## config.mk

```make
export PLATFORM = sky130hd
export DESIGN_NAME = bitcell_array_ctrl
export DESIGN_NICKNAME = d
export VERILOG_FILES = /design/src/rtl/bitcell_array_ctrl.sv
export SDC_FILE = /design/constraint.sdc
export NUM_CORES = 1
export LEC_CHECK = 0
export BUFFER_PORTS_ARGS = -buffer_cell sky130_fd_sc_hd__buf_2
export CAP_MARGIN = 15
export CORE_ASPECT_RATIO = 1.1
export CORE_MARGIN = 2
export CORE_UTILIZATION = 49
export CTS_BUF_LIST = sky130_fd_sc_hd__clkbuf_8 sky130_fd_sc_hd__clkbuf_16
export CTS_CLUSTER_DIAMETER = 50
export DETAILED_ROUTE_END_ITERATION = 10
export GPL_TIMING_DRIVEN = 0
export PLACE_DENSITY = 0.82
export SYNTH_ARGS = -nofsm -noshare
export SYNTH_HDL_FRONTEND = slang
export SYNTH_SLANG_ARGS = --single-unit
```

## constraint.sdc

```tcl
create_clock -name clk -period 2.2 [get_ports clk]
set_clock_uncertainty 0.15 [all_clocks]
set_input_delay 0.22 -clock clk [delete_from_list [all_inputs] [get_ports clk]]
set_output_delay 0.22 -clock clk [all_outputs]
set_load 0.01 [all_outputs]
```

## src/rtl/bitcell_array_ctrl.sv

```systemverilog
// Access controller for a word-organised bitcell latch array: valid/ready request/response
// channels on the bus side, registered glitch-free sel/rw/data on the array side.
// Optional write readback check: define BITCELL_CTRL_READBACK_VERIFY_EN.
module bitcell_array_ctrl #(
    parameter int ADDR_W    = 2,
    parameter int DATA_W    = 4,
    parameter int WR_CYCLES = 2,
    parameter int RD_CYCLES = 2
) (
    input  logic                 clk,
    input  logic                 rst_n,
    input  logic                 req_valid,
    output logic                 req_ready,
    input  logic                 req_rw,
    input  logic [ADDR_W-1:0]    req_addr,
    input  logic [DATA_W-1:0]    req_wdata,
    output logic                 rsp_valid,
    input  logic                 rsp_ready,
    output logic [DATA_W-1:0]    rsp_rdata,
    output logic                 rsp_err,
    output logic [2**ADDR_W-1:0] arr_sel,
    output logic                 arr_rw,
    output logic [DATA_W-1:0]    arr_in,
    input  logic [DATA_W-1:0]    arr_out
);

    localparam int WORDS = 2**ADDR_W;

    typedef enum logic [2:0] {IDLE, SETUP, WRITE, HOLD, READ, RESP} state_t;

    state_t              state;
    logic [ADDR_W-1:0]   lat_addr;
    logic [DATA_W-1:0]   lat_wdata;
    logic                wr_phase;
    logic [7:0]          cnt;

    function automatic logic [WORDS-1:0] word_select(input logic [ADDR_W-1:0] a);
        word_select    = '0;
        word_select[a] = 1'b1;
    endfunction

`ifdef BITCELL_CTRL_READBACK_VERIFY_EN
    logic lat_rw;
    logic rsp_err_q;
    assign rsp_err = rsp_err_q;
`else
    assign rsp_err = 1'b0;
`endif

    // NOTE: every register here uses <= so all array controls update together on the edge;
    // blocking assignments would let later statements see half-updated state.
    always_ff @(posedge clk or negedge rst_n) begin
        if (!rst_n) begin
            state     <= IDLE;
            req_ready <= 1'b0;
            rsp_valid <= 1'b0;
            rsp_rdata <= '0;
            arr_sel   <= '0;
            arr_rw    <= 1'b0;
            arr_in    <= '0;
            lat_addr  <= '0;
            lat_wdata <= '0;
            wr_phase  <= 1'b0;
            cnt       <= '0;
`ifdef BITCELL_CTRL_READBACK_VERIFY_EN
            lat_rw    <= 1'b0;
            rsp_err_q <= 1'b0;
`endif
        end else begin
            case (state)
                IDLE: begin
                    if (req_ready && req_valid) begin
                        req_ready <= 1'b0;
                        lat_addr  <= req_addr;
                        lat_wdata <= req_wdata;
                        wr_phase  <= req_rw;
                        arr_rw    <= req_rw;
                        arr_in    <= req_rw ? req_wdata : '0;
`ifdef BITCELL_CTRL_READBACK_VERIFY_EN
                        lat_rw    <= req_rw;
`endif
                        state     <= SETUP;
                    end else begin
                        req_ready <= 1'b1;
                    end
                end
                // rw and data have been stable for a cycle; only sel moves here
                SETUP: begin
                    cnt     <= '0;
                    arr_sel <= word_select(lat_addr);
                    if (wr_phase) begin
                        arr_rw <= 1'b1;
                        arr_in <= lat_wdata;
                        state  <= WRITE;
                    end else begin
                        arr_rw <= 1'b0;
                        arr_in <= '0;
                        state  <= READ;
                    end
                end
                WRITE: begin
                    if (cnt == 8'(WR_CYCLES - 1)) begin
                        arr_sel <= '0;
                        state   <= HOLD;
                    end else begin
                        cnt <= cnt + 8'd1;
                    end
                end
                HOLD: begin
                    arr_rw <= 1'b0;
                    arr_in <= '0;
`ifdef BITCELL_CTRL_READBACK_VERIFY_EN
                    wr_phase <= 1'b0;
                    state    <= SETUP;
`else
                    rsp_valid <= 1'b1;
                    rsp_rdata <= '0;
                    state     <= RESP;
`endif
                end
                READ: begin
                    if (cnt == 8'(RD_CYCLES - 1)) begin
                        arr_sel   <= '0;
                        rsp_rdata <= arr_out;
                        rsp_valid <= 1'b1;
`ifdef BITCELL_CTRL_READBACK_VERIFY_EN
                        rsp_err_q <= lat_rw && (arr_out != lat_wdata);
`endif
                        state     <= RESP;
                    end else begin
                        cnt <= cnt + 8'd1;
                    end
                end
                RESP: begin
                    if (rsp_ready) begin
                        rsp_valid <= 1'b0;
                        rsp_rdata <= '0;
`ifdef BITCELL_CTRL_READBACK_VERIFY_EN
                        rsp_err_q <= 1'b0;
`endif
                        state     <= IDLE;
                    end
                end
                default: state <= IDLE;
            endcase
        end
    end

endmodule

```

==> metrics.csv, run 1 <==
stage,metric,value,unit
finish,"leading cell type in the layout, fill and taps excluded",dfrtp_1,
finish,layout cells sized above 1,25.1,%
clocking,Root Buffer,clkbuf_8,
placed_design,GPL Wtd Cong,0.852,
detailed_routing,DRT Pass-1 Iters,4,
finish,area grow syn2layout,22.4,%
yosys,Ys Warns,0,
global_routing,vias in the first global route,1362,
detailed_routing,Routed WL,3520,um
detailed_routing,post-route ant nets,0,
global_routing,pin count of the biggest net entering global routing,34,
sta,slew of the pin with the lowest slew margin,0.717,ns
clocking,clock sinks,33,
clocking,total CTS buffers,5,
detailed_routing,DR WL/cell,14.0,um
clocking,clk slew on worst S/H paths,0.07,ns
placed_design,pre-CTS setup slack,-0.0286,ns
yosys,mapped cell area,1660,um2
sta,Max-slew headroom,52.2,%
die,Die W,59.4,um
clocking,Worst-Skew Late Latency,0.29,ns
worst_setup_path,CP endpoint kind,flop,
yosys,Mapped Avg Cell Area,9.74,um2
die,io pins,31,
clocking,clk buf depth,2,
sta,fin crit share,96.2,%
sta,FMAX,472,MHz
power_and_ir_drop,Max VDD drop,0.621,mV
finish,fin area,2030,um2
sta,Setup-failing EPs final,0,
sta,unrepaired setup endpoints after global routing,false,
finish,fin util,61.9,%
yosys,Yosys reg bits,33,
die,DIE HEIGHT,65.0,um
detailed_routing,First DRT Iteration DRCs,48,
placed_design,DP Area,1850,um2
placed_design,dpl cells,235,
finish,"commonest non-fill, non-tap cells in the layout","dfrtp_1 (33), buf_2 (32), nand2_1 (31)",
finish,number of non-filler instances in the completed layout,251,
worst_setup_path,CP max FO,5,
sta,Final Worst Setup Slack,0.0827,ns
worst_hold_path,Min-Delay Path Depth,2,
die,Die Area,3860,um2
die,CORE AREA,3280,um2
worst_setup_path,Arrival @ worst endpoint,2.14,ns
clocking,CTS tree,built,
sta,max-slew violation count,0,
power_and_ir_drop,leakage,0.982,nW
finish,# diodes,0,
detailed_routing,Vias per Instance,5.73,
global_routing,grt total ovfl,0,
worst_setup_path,Startpoint Class,flop,
finish,Nets,231,
run,max-cap viol count,0,
power_and_ir_drop,total power,2.78,mW
yosys,"Seq/Total Area, Yosys",49.8,%
clocking,H-tree Lvls,2,
detailed_routing,DRC,0,
worst_setup_path,Worst R2R Path Depth,6,
yosys,count of different cell masters after synthesis,39,
sta,minimum clock period,2.12,ns
yosys,top post-synthesis cells by area,"dfrtp_1 (50%), nand2_1 (7.0%), a21oi_1 (3.3%)",
global_routing,Total Routing Usage GR,21.2,%
worst_setup_path,Crit path required time,2.22,ns
yosys,Cells after Synth,170,
yosys,syn nets,187,
detailed_routing,routed vias,1438,
power_and_ir_drop,pwr/cell area,1370,nW/um2
worst_setup_path,Crit Path Category,flop to flop,
yosys,area share of the largest cell type after synthesis,49.8,%
global_routing,initial antenna violation count,0,
run_status,status,"complete, no violations",
placed_design,I/O Buffers,29,
placed_design,Final HPWL DP,2440,um
sta,final hold vios,0,
worst_hold_path,Hold WC Path Type,input port to flop,
die,initial core utilization,50.6,%
global_routing,first-pass GRT wire length,6090,um
die,Rows,22,
yosys,Yosys top cell by area,dfrtp_1,
==> registers in the layout (all words and copies together) (netlist names) <==
register   count
state          3
rsp_valid      1
arr_rw         1
rsp_rdata      4
wr_phase       1
arr_sel        4
lat_addr       2
lat_wdata      4
arr_in         4
cnt            8
req_ready      1
==> stage by stage <==
stage	TNS (ns)	hold slack (ns)
global route	0	0.00797
detailed placement	-0.0286	0.166
floorplan	0	-0.226
finish	0	0.0114
CTS	0	0.00536
global placement	-0.00658	0.164
==> cell type report <==
cell class / instances / area (um2)
plain buffers: 6 / 30.0
clock buffers: 7 / 96.3
clock inverters: 1 / 5.00
fillers: 280 / 1250
inverters: 4 / 15.0
multi-input cells: 127 / 788
flip-flops and latches: 33 / 826
well taps: 36 / 45.0
repair buffers: 37 / 223
==> cell families after synthesis <==
| group | synth area share (%) |
|---|---|
| AND/OR/NAND/NOR | 22.5 |
| XOR/XNOR | 2.12 |
| AO/OA/AOI/OAI | 19.6 |
| multiplexers | 1.51 |
| buffers and inverters | 2.72 |
| adder cells (fa/ha/maj) | 1.51 |
| flip-flops | 49.8 |
| other | 0.226 |
==> layer usage <==
metal  vias up  global-route usage [%]  wire length [um]
met5         -                       0                 0
met4         0                    11.4                78
met3         8                    4.19               143
met2        42                    33.0              1700
met1       695                    27.3              1600
li1        693                       -                 -
==> final timing paths <==
check	end	startpoint	slack, ns
max	cnt[4]$_DFFE_PN0P_	cnt[1]$_DFFE_PN0P_	0.08
min	rsp_rdata[0]$_DFFE_PN0P_	arr_out[0]	0.01
max reg2reg	cnt[4]$_DFFE_PN0P_	cnt[1]$_DFFE_PN0P_	0.08
min reg2reg	lat_wdata[0]$_DFFE_PN0P_	lat_wdata[0]$_DFFE_PN0P_	0.32
max in group asynchronous	arr_in[0]$_DFFE_PN0P_	rst_n	1.06
min in group asynchronous	cnt[3]$_DFFE_PN0P_	rst_n	0.37
==> where the power goes <==
part	switching, mW	leakage, nW	internal (mW)
clock network	0.220	0.0542	0.282
registers	0.194	0.411	0.846
logic	0.698	0.516	0.536
total	1.11	0.982	1.66
==> cell usage after synthesis (all sizes together) <==
library cell  count
and4              1
clkbuf            2
nand2            31
nand3             6
nand2b            2
o221a             1
and3              7
a22o              8
or4b              1
nor2b             3
xor2              1
nor4              1
o2bb2ai           3
o21ai            10
o211ai            1
nor3b             4
inv               4
nor3              1
nor2             13
ha                2
o221ai            1
mux2              1
or3               1
conb              1
a21o              1
xnor2             3
nand4             1
or3b              1
buf               4
mux2i             1
a21oi            12
o31ai             2
a31oi             2
dfrtp            33
o22a              4
==> worst max-delay path, stage by stage, from the launching register on <==
cell and delay, ns:
dfrtp_1 0.42, inv_1 0.07, ha_1 0.12, or4b_4 0.51, o211ai_4 0.21, mux2_4 0.32, a22o_2 0.21
==> what timing repair did <==
item,4_1_cts,5_1_grt
cloned,0,0
pin swaps,1,1
endpoints found under the setup margin,1,5
hold endpoints to repair,39,0
resized for setup,0,1
hold buffers,7,0
setup buffers,1,0
Power figures use the tool's default switching activity.
==> run 2, diff against run 1 <==
Settings changed: CORE_UTILIZATION 49 to 58, PLACE_DENSITY 0.82 to 0.9.
Clock period 2.2 ns to 2.5 ns, I/O delays scaled along.
==> run 2 against run 1 <==
Compared with the run above: the flow now finishes with violations (negative hold slack); combinational power down 13%; cell area down 2.7%; wire length up 2.7%; cell count down 4.0%; critical endpoint unchanged.
==> metrics.csv, run 2 (synthesis gave the netlist of run 1 again) <==
stage,metric,value,unit
clocking,Root Buffer,clkbuf_8,
worst_setup_path,reg2reg start,cnt[1]$_DFFE_PN0P_,
run,max-cap viol count,0,
die,Die Area,3300,um2
worst_hold_path,Min-Delay Path Depth,3,
worst_setup_path,Crit path required time,2.54,ns
clocking,CTS tree,built,
die,Die W,55.0,um
sta,Setup-failing EPs final,0,
global_routing,vias in the first global route,1322,
die,io pins,31,
detailed_routing,DRC,0,
power_and_ir_drop,Max VDD drop,0.942,mV
die,initial core utilization,60.2,%
worst_setup_path,CP endpoint,cnt[4]$_DFFE_PN0P_,
global_routing,initial antenna violation count,0,
finish,layout cells sized above 1,25.0,%
worst_setup_path,reg-to-reg setup timing slack,0.26,ns
run_status,status,"complete, but fails checks",
finish,Largest register FFs,8,
placed_design,GPL Wtd Cong,0.825,
clocking,Worst-Skew Late Latency,0.30,ns
worst_setup_path,Startpoint Class,flop,
sta,max-slew violation count,0,
sta,unrepaired setup endpoints after global routing,false,
detailed_routing,Routed WL,3620,um
detailed_routing,routed vias,1463,
finish,filler cell count,223,
sta,Max-slew headroom,49.9,%
detailed_routing,First DRT Iteration DRCs,40,
placed_design,I/O Buffers,29,
placed_design,Final HPWL DP,2540,um
die,DIE HEIGHT,60.1,um
finish,Largest Register,cnt,
worst_setup_path,Worst R2R Path Depth,6,
power_and_ir_drop,pwr/cell area,1270,nW/um2
worst_setup_path,Arrival @ worst endpoint,2.28,ns
worst_setup_path,CP endpoint kind,flop,
finish,Nets,224,
finish,area grow syn2layout,19.1,%
sta,slew of the pin with the lowest slew margin,0.750,ns
detailed_routing,DRT Pass-1 Iters,5,
clocking,clk buf depth,2,
die,Rows,20,
worst_hold_path,Hold WC Path Type,input port to flop,
clocking,H-tree Lvls,2,
global_routing,grt total ovfl,0,
global_routing,pin count of the biggest net entering global routing,34,
power_and_ir_drop,total power,2.51,mW
finish,"leading cell type in the layout, fill and taps excluded",dfrtp_1,
finish,# diodes,0,
worst_setup_path,Critical R2R Capture,cnt[4]$_DFFE_PN0P_,
detailed_routing,post-route ant nets,0,
clocking,total CTS buffers,5,
run_status,violated checks,negative hold slack,
sta,FMAX,446,MHz
worst_setup_path,crit path from,cnt[1]$_DFFE_PN0P_,
clocking,clk slew on worst S/H paths,0.07,ns
global_routing,Total Routing Usage GR,25.2,%
finish,"commonest non-fill, non-tap cells in the layout","dfrtp_1 (33), buf_2 (32), nand2_1 (31)",
worst_setup_path,Crit Path Category,flop to flop,
detailed_routing,DR WL/cell,15.0,um
worst_setup_path,CP max FO,9,
global_routing,first-pass GRT wire length,5870,um
die,CORE AREA,2750,um2
sta,Sum Neg Setup Slack,0,ns
sta,fin crit share,89.6,%
detailed_routing,Vias per Instance,6.07,
sta,minimum clock period,2.24,ns
sta,final hold vios,1,
power_and_ir_drop,leakage,0.955,nW
sta,hold slack,-0.00534,ns
clocking,clock sinks,33,
-- run 2: changes by cell type in the layout (fill, tap and decap cells not counted), sizes merged --
cell | previous run | this run
dlygate4sd3 | 7 | 1
clkbuf | 9 | 8
bufinv | 0 | 1
buf | 34 | 33
clkinvlp | 0 | 1
clkinv | 1 | 0
-- run 2: worst max-delay path, cell delays in order (launching register included) --
cell and delay [ns]:
dfrtp_1 0.42, inv_1 0.08, ha_1 0.12, or4b_4 0.51
o211ai_4 0.32, mux2_4 0.33, a22o_2 0.20
-- run 2: report_power, final --
group / internal (mW) / switching [mW] / total [mW]
sequential: 0.744 / 0.167 / 0.911
combinational: 0.451 / 0.615 / 1.07
clock: 0.324 / 0.205 / 0.529
-- run 2: worst min path at each step --
stage | start | to | slack (ns)
floorplan | rst_n | arr_in[0]$_DFFE_PN0P_ | -0.20
global placement | rst_n | cnt[3]$_DFFE_PN0P_ | 0.19
detailed placement | rst_n | cnt[3]$_DFFE_PN0P_ | 0.20
CTS | req_addr[0] | lat_addr[0]$_DFFE_PN0P_ | 0.002
global route | req_wdata[3] | lat_wdata[3]$_DFFE_PN0P_ | 0.02
finish | req_addr[0] | lat_addr[0]$_DFFE_PN0P_ | -0.005
-- run 2: metrics by stage --
step	cells	worst slack (ns)	util (%)	cell area, um2
floorplan	170	0.381	-	1660
global placement	232	0.306	67.0	1840
detailed placement	232	0.271	67.0	1840
CTS	241	0.259	71.7	1970
global route	241	0.191	71.7	1970
finish	241	0.259	71.7	1970
-- run 2: cell type report --
class                      count  area (um2)  area share (%)
buffer                         6        30.0            1.52
sequential                    33         826            41.9
inverter                       4        15.0           0.761
clock inverter                 2        37.5            1.90
timing repair buffer          30         155            7.86
tap                           33        41.3            2.09
clock buffer                   6        82.6            4.19
multi-input combinational    127         786            39.8
-- run 2: layer usage --
layer	share of wire (%)	wire, um	vias to the layer above	track usage [%]
li1	-	-	683	-
met1	40	1460	701	31.7
met2	50	1810	65	39.1
met3	6.5	235	14	7.25
met4	3.1	112	0	12.5
met5	0	0	-	0
-- run 2: repair_timing --
action / 4_1_cts / 5_1_grt
hold endpoints to repair: 33 / 0
gates resized for setup: 0 / 0
hold buffers: 1 / 0
setup buffers: 0 / 0
